## config.mk

```make
export PLATFORM = sky130hd
export DESIGN_NAME = mem_arbiter
export DESIGN_NICKNAME = d
export VERILOG_FILES = /design/src/rtl/mem_arbiter.sv
export SDC_FILE = /design/constraint.sdc
export NUM_CORES = 1
export LEC_CHECK = 0
export ABC_AREA = 0
export CAP_MARGIN = 25
export CORE_ASPECT_RATIO = 0.75
export CORE_MARGIN = 2
export CORE_UTILIZATION = 43
export DETAILED_ROUTE_END_ITERATION = 6
export GPL_TIMING_DRIVEN = 0
export HOLD_SLACK_MARGIN = 0.05
export PLACE_DENSITY = 0.89
export SLEW_MARGIN = 0
export SYNTH_ARGS = -nofsm -noshare
export SYNTH_HDL_FRONTEND = slang
export SYNTH_SLANG_ARGS = --single-unit
export TNS_END_PERCENT = 30
```

## constraint.sdc

```tcl
create_clock -name clk -period 2.5 [get_ports clk]
set_clock_uncertainty 0.2 [all_clocks]
set_input_delay 0.25 -clock clk [delete_from_list [all_inputs] [get_ports clk]]
set_output_delay 0.25 -clock clk [all_outputs]
set_load 0.03 [all_outputs]
```

## src/rtl/mem_arbiter.sv

```systemverilog
// Round-robin arbiter sharing one single-port synchronous memory between the
// read-only fetch port (if_*) and the read/write load/store port (ls_*).
module mem_arbiter #(
  parameter int DATA_WIDTH = 16,
  parameter int ADDR_WIDTH = 16
) (
  input  logic                  clk,
  input  logic                  reset,
  input  logic                  if_req,
  input  logic [ADDR_WIDTH-1:0] if_addr,
  output logic                  if_ack,
  output logic [DATA_WIDTH-1:0] if_rdata,
  input  logic                  ls_req,
  input  logic                  ls_we,
  input  logic [ADDR_WIDTH-1:0] ls_addr,
  input  logic [DATA_WIDTH-1:0] ls_wdata,
  output logic                  ls_ack,
  output logic [DATA_WIDTH-1:0] ls_rdata,
  output logic [ADDR_WIDTH-1:0] mem_addr,
  output logic [DATA_WIDTH-1:0] mem_data,
  output logic                  mem_we,
  input  logic [DATA_WIDTH-1:0] mem_q,
  output logic                  busy
);

  typedef enum logic [1:0] {
    IDLE,
    ACCESS,
    RESP
  } state_t;

  state_t state;
  logic   last_ls;
  logic   grant_ls;
  logic   pick_ls;

  // LS wins when it is alone, or when both ask and IF was served last
  always_comb begin
    pick_ls = ls_req && (!if_req || !last_ls);
  end

  always_ff @(posedge clk) begin
    if (reset) begin
      state    <= IDLE;
      last_ls  <= 1'b1;
      grant_ls <= 1'b0;
      if_ack   <= 1'b0;
      ls_ack   <= 1'b0;
      if_rdata <= '0;
      ls_rdata <= '0;
      mem_addr <= '0;
      mem_data <= '0;
      mem_we   <= 1'b0;
    end else begin
      if_ack <= 1'b0;
      ls_ack <= 1'b0;
      case (state)
        IDLE: begin
          if (if_req || ls_req) begin
            grant_ls <= pick_ls;
            last_ls  <= pick_ls;
            mem_addr <= pick_ls ? ls_addr : if_addr;
            if (pick_ls) begin
              mem_data <= ls_wdata;
            end
            mem_we   <= pick_ls && ls_we;
            state    <= ACCESS;
          end
        end
        ACCESS: begin
          mem_we <= 1'b0;
          state  <= RESP;
        end
        RESP: begin
          // mem_q carries the word captured at the end of ACCESS
          if (grant_ls) begin
            ls_ack   <= 1'b1;
            ls_rdata <= mem_q;
          end else begin
            if_ack   <= 1'b1;
            if_rdata <= mem_q;
          end
          state <= IDLE;
        end
        default: begin
          mem_we <= 1'b0;
          state  <= IDLE;
        end
      endcase
    end
  end

  assign busy = (state != IDLE);

endmodule
```

==> metrics.md <==
| Metric | Value |
|---|---|
| Number of diodes | 0 |
| Startpoint of the lowest-slack register-to-register path | state[1] |
| Power Internal | 2.23 mW |
| Height of the chip | 72.7 um |
| Arrival time of the worst setup path | 1.63 ns |
| Clock period minus worst slack | 2.08 ns |
| Power density normalized to cell area | 686 nW/um^2 |
| Power, Total | a little over 3 mW |
| Via count of the first global-routing pass | 2876 |
| Seq/Total Area, Yosys | 0.525 |
| Die boundary width | 95.6 um |
| Ordered list of cells on the worst path | nor2_4 > inv_4 > buf_2 > dlymetal6s2s_1 |
| Count of final max-slew check failures | 0 |
| Global router's overall resource usage | 0.253 |
| Unrepaired setup endpoints after global routing | false |
| Area of all placed cells without fillers | ~4400 um^2 |
| Worst-path maximum fanout | 10 |
| Worst IR drop on VDD | 0.451 mV |
| Top_reg_cell synth | sky130_fd_sc_hd__dfxtp_1 |
| Residual antenna-violating net count after detailed routing | 0 |
| Worst Setup SP | state[1] |
| Unique cell type count in the Yosys netlist | 24 |
| DP Wirelength | 6420 um |
| Portion of the clock cycle consumed by the worst path in the final layout | 0.834 |
| Sw Share | 0.263 |
| Number of standard cells after synthesis | 330 |
| Delay of the slowest critical-path stage | 0.49 ns |
| Post-synthesis net count | 399 |
| Bufs on Longest Clock Path | 2 |
| Share of power burned in the clock network | 0.396 |
| Total Routed Length | 8670 um |
| Leak pwr | 1.58 nW |
| Initial Util | 0.455 |
| Leading post-synthesis cells by cell area | sky130_fd_sc_hd__dfxtp_1 53%, sky130_fd_sc_hd__nand2_1 14%, sky130_fd_sc_hd__a21oi_1 12% |
| CP required | approximately 2.1 ns |
| Buffer type at the clock tree root | sky130_fd_sc_hd__clkbuf_8 |
| Max Cap Viol | 0 |
| Total of buffers placed on input and output ports | 135 |
| Synthesized area | approximately 2700 um^2 |
| Combined buffer and inverter count along the critical path | 3 |
| Peak Freq | 0.480 GHz |
| Share of flip-flops with an asynchronous set or reset after synthesis | 0 |
| Length of the first detailed-routing pass in iterations | 4 |
| Number of warning messages in the yosys log | 0 |
| Row Count | 24 |
| Synth Area per Inst | 8.20 um^2 |
| Number of I/O pins | 137 |
| Top-count cell post-synth | sky130_fd_sc_hd__nand2_1 |
| Layout cell share with drive strength beyond 1 | 0.0769 |
| Area leader, netlist | sky130_fd_sc_hd__dfxtp_1 |
| Flip-flop and latch count after synthesis | 71 |
| TritonCTS clock tree | done |
| Number of antenna violations at the first check in global routing | 0 |
| Critical path capture point type | output pin |
| Clock buffer count from CTS | 9 |
| Total via count after detailed routing | 2953 |
| Net switching power | slightly below 800 uW |
| Number of nets in the layout | 545 |
| Class of the tightest hold or removal check | in -> reg |
| Crit path kind | reg -> out |
| Average detailed-routed wire length per instance | 15.5 um |
| Relative slew slack | 0.639 |
| Post-Place Cell Area | 4150 um^2 |
| Min-delay src | reset |
| Final weighted congestion of routability-driven global placement | 0.845 |
| Area enclosed by the die boundary | just under 7000 um^2 |
| Clock-pin slew of the registers on the worst-case setup and hold paths | 0.07 ns |
| Final count of negative-setup-slack endpoints | 0 |
| Combinational group share of total power | 0.197 |
| Setup Total Neg Slack | 0 ns |
| Largest net degree at the start of global routing | 13 |
| Detailed-route vias per instance | 5.28 |
| Final global-route overflow total | 0 |
| Global-route wire length before repair | about 14000 um |
| Area growth, synth to finish | 63.3% |
| TritonCTS sink count | 71 |
| Part of the total power dissipated in sequential elements | 0.408 |
| Family with the most delay on the worst path | buffers and inverters |
| Commonest cells in the synthesized netlist | 98 x sky130_fd_sc_hd__nand2_1, 71 x sky130_fd_sc_hd__dfxtp_1, 66 x sky130_fd_sc_hd__a21oi_1 |
| Core Region | 5950 um^2 |
| Clock Latency Late Sink | 0.35 ns |
| H-tree levels | 3 |
| Fraction of post-synthesis cell area in the top cell type by area | 0.525 |
| Count of fill cells added during filler insertion | 467 |
| Number of enable-type register cells in the synthesized netlist | 0 |
| Worst Setup Start Kind | flop |
| Final Hold Vio Count | 0 |
| DRC Markers | 0 |
| Total setup buffers inserted after CTS | 0 |
| Count of cells resized by post-cts repair | 0 |
| Drt initial violations | 160 |
| Slew at the pin closest to its max-slew limit | 0.542 ns |
| Outcome | finished, final reports clean |
| Hold_buf cts | 0 |
| Slowest cell on the critical path | sky130_fd_sc_hd__dfxtp_1 |
## stage by stage
stage                     utilization  instances  worst slack, ns  hold WS, ns
after floorplan                     -        330             1.01        0.186
after global placement          0.699        543            0.422        0.243
after detailed placement        0.699        543            0.374        0.246
after CTS                       0.742        559           0.0129        0.136
after global routing            0.743        559            0.331        0.164
final                           0.743        559            0.415        0.152
## routing by layer
layer / track usage / vias up / part of all wire
li1: - / 1426 / -
met1: 0.299 / 1391 / 0.42
met2: 0.425 / 124 / 0.48
met3: 0.100 / 12 / 0.086
met4: 0.0794 / 0 / 0.015
met5: 0 / - / 0
## path summary, 6_finish.rpt
path	endpoint	slack [ns]	depth (start not counted)
max	busy	0.42	4
min reg2reg	if_rdata[14]	0.26	2
min	last_ls	0.15	2
max reg2reg	mem_addr[5]	0.75	5
## layout make-up
type / count / area [um^2] / area share
multi-input cells: 231 / 1150 / 0.259
well taps: 78 / 97.6 / 0.0221
plain buffers: 27 / 131 / 0.0297
inverters: 1 / 6.26 / 0.00142
clock buffers: 11 / 131 / 0.0297
clock inverters: 5 / 129 / 0.0292
flip-flops and latches: 71 / 1420 / 0.322
repair buffers: 135 / 1350 / 0.306
## layout by cell type (no fill, tap or decap), drive strengths merged, types with 2 or more instances in the layout
cell           instances
nor2                   6
clkbuf                24
buf                   14
bufinv                 4
a311oi                16
inv                    2
o21ai                 18
a21oi                 66
clkdlybuf4s50        134
nand2                 98
nand3                 17
nor3b                  2
dfxtp                 71
## state kept, by name (all words and copies together) (netlist names)
name	cells
ls_ack	1
last_ls	1
state	2
if_ack	1
mem_data	16
ls_rdata	16
mem_addr	16
mem_we	1
grant_ls	1
if_rdata	16
## power by group through the flow
stage	Combinational, mW	Sequential (mW)	Clock [mW]
CTS	0.595	1.23	1.21
finish	0.595	1.23	1.20
global placement	0.580	1.26	0
global route	0.633	1.24	1.27
detailed placement	0.591	1.26	0
floorplan	0.189	1.37	0
## cell families (layout without fill, tap and decap cells)
| logic type | count (synthesis) | in the layout | share of synthesized area |
|---|---|---|---|
| compound gates | 103 | 103 | 0.219 |
| buf+inv | 28 | 179 | 0.0509 |
| flops | 71 | 71 | 0.525 |
| simple gates | 128 | 128 | 0.205 |
Power figures use the tool's default switching activity.
